**src/rtl/rs_multi_issue.sv**
```systemverilog
// Multi-issue reservation station with CDB wakeup, branch-mask squash/clear, and
// lowest-index-first selection across ISSUE_WIDTH independent lanes.
module rs_multi_issue #(
  parameter int unsigned RS_SIZE     = 8,
  parameter int unsigned ISSUE_WIDTH = 2,
  parameter int unsigned TAG_W       = 6,
  parameter int unsigned BMASK_W     = 4,
  parameter int unsigned PAYLOAD_W   = 32
) (
  input  logic                             clock_i,
  input  logic                             reset_ni,
  input  logic                             disp_valid_i,
  input  logic [TAG_W-1:0]                 disp_t_i,
  input  logic [TAG_W-1:0]                 disp_t1_i,
  input  logic                             disp_t1r_i,
  input  logic [TAG_W-1:0]                 disp_t2_i,
  input  logic                             disp_t2r_i,
  input  logic [BMASK_W-1:0]               disp_bmask_i,
  input  logic [PAYLOAD_W-1:0]             disp_payload_i,
  input  logic                             cdb_valid_i,
  input  logic [TAG_W-1:0]                 cdb_tag_i,
  input  logic                             br_valid_i,
  input  logic [BMASK_W-1:0]               br_mask_i,
  input  logic                             br_mispredict_i,
  input  logic [ISSUE_WIDTH-1:0]           iss_ready_i,
  output logic [ISSUE_WIDTH-1:0]           iss_valid_o,
  output logic [ISSUE_WIDTH*TAG_W-1:0]     iss_t_o,
  output logic [ISSUE_WIDTH*BMASK_W-1:0]   iss_bmask_o,
  output logic [ISSUE_WIDTH*PAYLOAD_W-1:0] iss_payload_o,
  output logic                             rs_full_o,
  output logic                             rs_available_o,
  output logic [$clog2(RS_SIZE+1)-1:0]     free_count_o
);

  localparam int unsigned IdxW = $clog2(RS_SIZE);
  localparam int unsigned CntW = $clog2(RS_SIZE+1);

  logic [RS_SIZE-1:0]   valid_q, valid_d;
  logic [RS_SIZE-1:0]   t1r_q, t1r_d;
  logic [RS_SIZE-1:0]   t2r_q, t2r_d;
  logic [TAG_W-1:0]     t_q [RS_SIZE];
  logic [TAG_W-1:0]     t_d [RS_SIZE];
  logic [TAG_W-1:0]     t1_q [RS_SIZE];
  logic [TAG_W-1:0]     t1_d [RS_SIZE];
  logic [TAG_W-1:0]     t2_q [RS_SIZE];
  logic [TAG_W-1:0]     t2_d [RS_SIZE];
  logic [BMASK_W-1:0]   bmask_q [RS_SIZE];
  logic [BMASK_W-1:0]   bmask_d [RS_SIZE];
  logic [PAYLOAD_W-1:0] payload_q [RS_SIZE];
  logic [PAYLOAD_W-1:0] payload_d [RS_SIZE];

  logic [CntW-1:0] free_q, free_d;
  logic            full_q, full_d;
  logic            avail_q, avail_d;

  logic [RS_SIZE-1:0]     rdy;
  logic [RS_SIZE-1:0]     sq;
  logic [RS_SIZE-1:0]     issued;
  logic [IdxW-1:0]        sel_idx [ISSUE_WIDTH];
  logic [ISSUE_WIDTH-1:0] sel_vld;
  logic [IdxW-1:0]        free_idx;
  logic                   free_found;
  logic                   br_clr, br_sq;
  logic [BMASK_W-1:0]     keep_mask;
  logic                   disp_we;

  assign br_clr    = br_valid_i & ~br_mispredict_i;
  assign br_sq     = br_valid_i & br_mispredict_i;
  assign keep_mask = br_clr ? ~br_mask_i : {BMASK_W{1'b1}};

  always_comb begin
    rdy = '0;
    sq  = '0;
    for (int unsigned i = 0; i < RS_SIZE; i++) begin
      rdy[i] = valid_q[i] & t1r_q[i] & t2r_q[i];
      sq[i]  = br_sq & (|(bmask_q[i] & br_mask_i));
    end
  end

  // Lane k picks the k-th lowest-index ready entry.
  always_comb begin
    int unsigned n;
    sel_vld = '0;
    for (int unsigned k = 0; k < ISSUE_WIDTH; k++) begin
      sel_idx[k] = '0;
      n = 0;
      for (int unsigned i = 0; i < RS_SIZE; i++) begin
        if (rdy[i]) begin
          if (n == k && !sel_vld[k]) begin
            sel_idx[k] = IdxW'(i);
            sel_vld[k] = 1'b1;
          end
          n++;
        end
      end
    end
  end

  always_comb begin
    iss_valid_o   = '0;
    iss_t_o       = '0;
    iss_bmask_o   = '0;
    iss_payload_o = '0;
    issued        = '0;
    for (int unsigned k = 0; k < ISSUE_WIDTH; k++) begin
      iss_valid_o[k] = sel_vld[k] & ~sq[sel_idx[k]];
      iss_t_o[k*TAG_W +: TAG_W]             = t_q[sel_idx[k]];
      iss_bmask_o[k*BMASK_W +: BMASK_W]     = bmask_q[sel_idx[k]] & keep_mask;
      iss_payload_o[k*PAYLOAD_W +: PAYLOAD_W] = payload_q[sel_idx[k]];
      if (iss_valid_o[k] && iss_ready_i[k]) begin
        issued[sel_idx[k]] = 1'b1;
      end
    end
  end

  // Free slot is chosen from the current state, so same-cycle issue frees are not reused.
  always_comb begin
    free_idx   = '0;
    free_found = 1'b0;
    for (int unsigned i = 0; i < RS_SIZE; i++) begin
      if (!valid_q[i] && !free_found) begin
        free_idx   = IdxW'(i);
        free_found = 1'b1;
      end
    end
  end

  assign disp_we = disp_valid_i & ~full_q & free_found &
                   ~(br_sq & (|(disp_bmask_i & br_mask_i)));

  always_comb begin
    valid_d   = valid_q;
    t1r_d     = t1r_q;
    t2r_d     = t2r_q;
    t_d       = t_q;
    t1_d      = t1_q;
    t2_d      = t2_q;
    bmask_d   = bmask_q;
    payload_d = payload_q;
    for (int unsigned i = 0; i < RS_SIZE; i++) begin
      if (cdb_valid_i && valid_q[i] && t1_q[i] == cdb_tag_i) t1r_d[i] = 1'b1;
      if (cdb_valid_i && valid_q[i] && t2_q[i] == cdb_tag_i) t2r_d[i] = 1'b1;
      bmask_d[i] = bmask_q[i] & keep_mask;
      if (issued[i] || (valid_q[i] && sq[i])) valid_d[i] = 1'b0;
    end
    if (disp_we) begin
      valid_d[free_idx]   = 1'b1;
      t_d[free_idx]       = disp_t_i;
      t1_d[free_idx]      = disp_t1_i;
      t2_d[free_idx]      = disp_t2_i;
      t1r_d[free_idx]     = disp_t1r_i | (cdb_valid_i && disp_t1_i == cdb_tag_i);
      t2r_d[free_idx]     = disp_t2r_i | (cdb_valid_i && disp_t2_i == cdb_tag_i);
      bmask_d[free_idx]   = disp_bmask_i & keep_mask;
      payload_d[free_idx] = disp_payload_i;
    end
  end

  // Count of invalid entries after the edge; bounded by construction.
  always_comb begin
    free_d = '0;
    for (int unsigned i = 0; i < RS_SIZE; i++) begin
      if (!valid_d[i]) free_d = free_d + CntW'(1);
    end
    full_d  = (free_d == '0);
    avail_d = ~full_d;
  end

  always_ff @(posedge clock_i) begin
    if (!reset_ni) begin
      valid_q <= '0;
      free_q  <= CntW'(RS_SIZE);
      full_q  <= 1'b0;
      avail_q <= 1'b1;
    end else begin
      valid_q <= valid_d;
      free_q  <= free_d;
      full_q  <= full_d;
      avail_q <= avail_d;
    end
  end

  always_ff @(posedge clock_i) begin
    t1r_q     <= t1r_d;
    t2r_q     <= t2r_d;
    t_q       <= t_d;
    t1_q      <= t1_d;
    t2_q      <= t2_d;
    bmask_q   <= bmask_d;
    payload_q <= payload_d;
  end

  assign rs_full_o      = full_q;
  assign rs_available_o = avail_q;
  assign free_count_o   = free_q;

endmodule
```
**config.mk**
```make
export PLATFORM = sky130hd
export DESIGN_NAME = rs_multi_issue
export DESIGN_NICKNAME = d
export VERILOG_FILES = /design/src/rtl/rs_multi_issue.sv
export SDC_FILE = /design/constraint.sdc
export NUM_CORES = 1
export LEC_CHECK = 0
export ABC_AREA = 1
export BUFFER_PORTS_ARGS = -buffer_cell sky130_fd_sc_hd__buf_2
export CAP_MARGIN = 5
export CELL_PAD_IN_SITES_DETAIL_PLACEMENT = 0
export CELL_PAD_IN_SITES_GLOBAL_PLACEMENT = 1
export CORE_ASPECT_RATIO = 0.7
export CORE_MARGIN = 1
export CORE_UTILIZATION = 45
export DETAILED_ROUTE_END_ITERATION = 10
export PLACE_DENSITY = 0.79
export SKIP_CTS_REPAIR_TIMING = 1
export SLEW_MARGIN = 20
export SYNTH_ARGS = -nofsm -noshare
export SYNTH_HDL_FRONTEND = slang
export SYNTH_SLANG_ARGS = --single-unit
```
**constraint.sdc**
```tcl
create_clock -name clock_i -period 13.67 [get_ports clock_i]
set_input_delay 1.367 -clock clock_i [delete_from_list [all_inputs] [get_ports clock_i]]
set_output_delay 1.367 -clock clock_i [all_outputs]
set_load 0.005 [all_outputs]
```
==> results of run 1 <==
## power breakdown
group	switching [W]	internal (W)	total, W
Clock	0.000545	0.000739	0.00128
Combinational	0.000296	0.000163	0.000459
Sequential	0.0000299	0.00158	0.00161
## layout make-up
type                            count  area [um2]
Sequential cell                   462       13300
Clock inverter                     25         236
Antenna cell                        2        5.00
Clock buffer                       59        1280
Inverter                          213         802
Tap cell                          655         820
Multi-Input combinational cell   1433        7980
Fill cell                        4254       23000
Timing Repair Buffer              189        1030
## Yosys cell counts (11+ instances only)
library cell  count
nand2_1         433
edfxtp_1        400
o21ai_0         202
inv_1           189
nor2_1          149
nand3_1         108
a21oi_1         102
clkbuf_1         95
dfxtp_1          62
a221oi_1         60
o22ai_1          50
o2111ai_1        45
a22oi_1          28
nand4_1          27
xor2_1           24
ha_1             22
nand2_2          18
inv_2            15
xnor2_1          13
buf_1            12
a211oi_1         11
nor2_2           11
## worst paths after layout
| kind | cells past startpoint | to | slack, ns | startpoint |
|---|---|---|---|---|
| worst min-delay path | 2 | bmask_q[1] | 0.50 | bmask_q[1] |
| worst max register to register | 53 | rs_available_o | 3.18 | valid_q[0] |
| worst min register to register | 2 | bmask_q[1] | 0.50 | bmask_q[1] |
| worst max-delay path | 53 | rs_available_o | 3.18 | valid_q[0] |
## routing by layer
layer / up-vias / wire (um)
li1: 8254 / -
met1: 8605 / 30200
met2: 957 / 30600
met3: 118 / 6980
met4: 2 / 1530
met5: - / 13
## sequential cells by signal (all words and copies together), names as in the netlist, 4 cells and up
register      flops
valid_q           8
free_count_o      4
t_q              48
bmask_q          32
t2_q             48
t1r_q             8
t1_q             48
payload_q       256
t2r_q             8
## kinds of logic after synthesis
logic type | Yosys count
AOI/OAI and AO/OA | 558
xor gates and xnor gates | 38
DFF | 462
adders and majority gates | 22
buffers and inverters | 322
and+or+nand+nor | 815
## critical path, delay by kind of cell (launching register included)
| kind | cells | cell delay, ns |
|---|---|---|
| AOI/OAI and AO/OA | 2 | 1.01 |
| buffers and inverters | 6 | 0.88 |
| DFF | 1 | 0.46 |
| adders and majority gates | 11 | 3.24 |
| and+or+nand+nor | 34 | 4.70 |
## stage by stage
step / instances / total power [W]
final: 3038 / 0.00336
after global routing: 3038 / 0.00349
after CTS: 3035 / 0.00337
after detailed placement: 2951 / 0.00210
after global placement: 2951 / 0.00209
after floorplan: 2217 / 0.00194
==> impl_metrics.json, run 1 <==
{
  "yosysTopAreaCell": "edfxtp_1",
  "portBuffers": 165,
  "use_met2_pct": 40.9,
  "slew_headroom_pct": 25.2,
  "worstMarginPinSlew_ns": 1.11,
  "hold_viol": 0,
  "pre_cts_slack_ns": 3.37,
  "grt_usage_pct": 27.2,
  "synth.mux.area_fraction_pct": 0,
  "grt-busiest-layer": "met2",
  "cp.arrival_ns": 10.96,
  "clk_transition_reported_paths_ns": 0.07,
  "grt_pass1_wl_mm": 103,
  "synth_xor_area_share_pct": 1.57,
  "synth_edf_count": 400,
  "core_area_um2": 48500,
  "cp-start-kind": "flop",
  "yosysSeqAreaShare_pct": 59.2,
  "place_hpwl_mm": 42.5,
  "grt_max_degree": 112,
  "fin_skew_ns": 0.0203,
  "gp_congestion": 0.909,
  "die_w_um": 268,
  "synth-main-ff-cell": "edfxtp_1",
  "cts_inserted_buffers": 46,
  "whs_ns": 0.497,
  "h-tree-depth": 2,
  "crit_top_cell": "nand2_1",
  "place_area_um2": 23900,
  "setup_viol": 0,
  "min_path_type": "flop to flop",
  "synth_top_family_by_area": "simple AND/OR/NAND/NOR gates",
  "synth_cell_type_count": 58,
  "wl_mm": 69.3,
  "setup_ws_ns": 3.18,
  "drc": 0,
  "first_iter_violations": 2047,
  "path_class": "flop to flop",
  "min_period_ns": 10.49,
  "grtUsageMet3_pct": 5.46,
  "fp-row-count": 67,
  "cts_buffer_depth": 3,
  "finalCritPeriodShare_pct": 76.7,
  "drive_gt1_share_pct": 15.1,
  "yosys_register_bits": 462,
  "worstSkewPairLatency_ns": 0.60,
  "areaGrowthSynthToFinish_pct": 13.6,
  "final_common_cell": "nand2_1",
  "initial_utilization_pct": 46.2,
  "die_y_um": 189,
  "utilization_pct": 52.4,
  "async_flop_share_pct": 0,
  "synth-compound-area-share_pct": 16.0,
  "rsz0062_at_grt": "no",
  "setup_tns_ns": 0,
  "grt_use_met1_pct": 39.7,
  "layout_common_cells": "433 x nand2_1, 400 x edfxtp_1, 202 x o21ai_0",
  "syn_nets": 2313,
  "drt_pass1_iterations": 8,
  "drv_slew": 0,
  "num_vias": 17900,
  "ant_nets": 0,
  "cts_tree": "built",
  "avgSynthCellArea_um2": 10.1,
  "required_ns": 14.14,
  "synth.area.top_cells": "edfxtp_1 54%, nand2_1 7.3%, dfxtp_1 5.5%",
  "postLayoutCellArea_um2": 25400,
  "cpPeakStageDelay_ns": 0.82,
  "cap_violations": 0,
  "wire_per_inst_um": 22.8,
  "vias_per_cell": 5.90,
  "io_pins": 166,
  "cts-root-buf": "clkbuf_16",
  "crit_fanout": 44,
  "final_nets": 2441,
  "end_kind": "flop",
  "power.leakage_nw": 9.49,
  "clock_sinks": 462,
  "overflow": 0,
  "vdd_ir_drop_max_uv": 86.2,
  "power_density_nw_per_um2": 132,
  "yosysTopAreaCellShare_pct": 53.7,
  "synthCells": 2217,
  "synthAdderAreaFrac_pct": 1.23,
  "max_freq_ghz": 0.0954,
  "grt_pass1_vias": 17100,
  "dieArea_um2": 50600,
  "synthSimpleGateAreaFrac_pct": 16.6,
  "yosys_warnings": 0,
  "antenna_found_initial": 3,
  "mappedNetlistArea_um2": 22400,
  "status": "completed",
  "cp_slowest_cell": "o21ai_4"
}
(Power assumes the default switching activity.)
==> inputs of run 2 (changes only) <==
clock period = 9.9 ns   (was 13.67 ns; I/O delays follow)
==> impl_metrics.json, run 2 (synthesized netlist as in run 1, its figures left out) <==
{
  "status": "completed",
  "utilization_pct": 52.3,
  "drt_pass1_iterations": 6,
  "cpPeakStageDelay_ns": 0.47,
  "overflow": 0,
  "ant_nets": 0,
  "final_common_cell": "nand2_1",
  "place_hpwl_mm": 42.9,
  "clk_transition_reported_paths_ns": 0.06,
  "cts_inserted_buffers": 46,
  "h-tree-depth": 2,
  "first_iter_violations": 2199,
  "io_pins": 166,
  "worstSkewPairLatency_ns": 0.58,
  "largest_register": "payload_q",
  "min_path_type": "flop to flop",
  "power_density_nw_per_um2": 180,
  "grt_usage_pct": 27.6,
  "initial_utilization_pct": 46.2,
  "clock_sinks": 462,
  "vdd_ir_drop_max_uv": 140,
  "fin_skew_ns": 0.0186,
  "setup_tns_ns": 0,
  "worstMarginPinSlew_ns": 1.03,
  "die_w_um": 268,
  "hold_viol": 0,
  "fillers": 4313,
  "largest_reg_flops": 256,
  "cts-root-buf": "clkbuf_16",
  "crit_fanout": 8,
  "end_kind": "flop",
  "cap_violations": 0,
  "gp_congestion": 0.917,
  "dieArea_um2": 50600,
  "path_class": "flop to flop",
  "fp-row-count": 67,
  "power.leakage_nw": 9.43,
  "setup_viol": 0,
  "rsz0062_at_grt": "no",
  "vias_per_cell": 5.92,
  "max_freq_ghz": 0.109,
  "drv_slew": 0,
  "cp-start-kind": "flop",
  "slew_headroom_pct": 29.3,
  "core_area_um2": 48500,
  "grt_max_degree": 90,
  "cp.arrival_ns": 9.65,
  "wl_mm": 70.4,
  "finalCritPeriodShare_pct": 92.8,
  "grt_pass1_wl_mm": 105,
  "crit_top_cell": "nand2_1",
  "required_ns": 10.37,
  "postLayoutCellArea_um2": 25300,
  "portBuffers": 165,
  "cts_buffer_depth": 3,
  "place_area_um2": 23900,
  "antenna_found_initial": 3,
  "final_nets": 2445,
  "areaGrowthSynthToFinish_pct": 13.2,
  "min_period_ns": 9.19,
  "grt_pass1_vias": 17100,
  "drc": 0,
  "num_vias": 18000,
  "cp_slowest_cell": "dfxtp_1",
  "cts_tree": "built",
  "drive_gt1_share_pct": 14.8,
  "wire_per_inst_um": 23.2,
  "layout_common_cells": "433 x nand2_1, 400 x edfxtp_1, 202 x o21ai_0",
  "die_y_um": 189
}
## run 2: changes by cell type in the layout (fill, tap and decap cells not counted)
cell | before | now
clkbuf_8 | 6 | 2
clkbuf_2 | 1 | 0
buf_4 | 23 | 28
clkinvlp_4 | 0 | 3
clkbuf_1 | 5 | 17
diode_2 | 2 | 1
nand3_1 | 108 | 107
clkinv_2 | 9 | 3
clkinv_1 | 18 | 15
buf_16 | 1 | 0
bufinv_16 | 4 | 2
nand3_2 | 10 | 11
## run 2: per-layer routing
layer / up-vias / wire [um] / track usage [%]
li1: 8264 / - / -
met1: 8648 / 31000 / 41.5
met2: 957 / 30900 / 41.2
met3: 134 / 6970 / 4.50
met4: 4 / 1540 / 7.39
met5: - / 22 / 0
## run 2: critical path, delay by kind of cell (launching register included)
family / cells / cell delay [ns]
and+or+nand+nor: 35 / 4.86
DFF: 1 / 0.47
adders and majority gates: 11 / 3.25
buffers and inverters: 5 / 0.32
AOI/OAI and AO/OA: 1 / 0.18
## run 2: final timing paths
check | startpoint | to | slack [ns] | cells after the start
setup / recovery | valid_q[0] | rs_available_o | 0.71 | 52
hold / removal | bmask_q[1] | bmask_q[1] | 0.49 | 2
setup reg to reg | valid_q[0] | rs_available_o | 0.71 | 52
hold reg to reg | bmask_q[1] | bmask_q[1] | 0.49 | 2
## run 2: power breakdown
group          total [W]  switching [W]  internal (W)
Combinational   0.000638       0.000412      0.000226
Clock            0.00169       0.000740      0.000946
Sequential       0.00223      0.0000417       0.00219
Total            0.00455        0.00119       0.00336
## run 2: per-stage QoR
stage	power, W	cells	worst slack (ns)	hold WS, ns
final	0.00455	3040	0.715	0.495
after floorplan	0.00267	2217	1.68	0.453
after CTS	0.00457	3038	0.632	0.498
after global placement	0.00289	2955	0.936	0.468
after global routing	0.00474	3040	0.0328	0.531
after detailed placement	0.00290	2955	0.650	0.483
## run 2: area by class of cell
type                    instances  area (um2)  share of cell area, %
multi-input cells            1433        7990                   31.5
diodes                          1        2.50                0.00988
repair buffers                193        1040                   4.09
well taps                     655         820                   3.24
clock inverters                17         158                  0.623
flip-flops and latches        462       13300                   52.3
inverters                     213         802                   3.17
clock buffers                  66        1270                   5.00
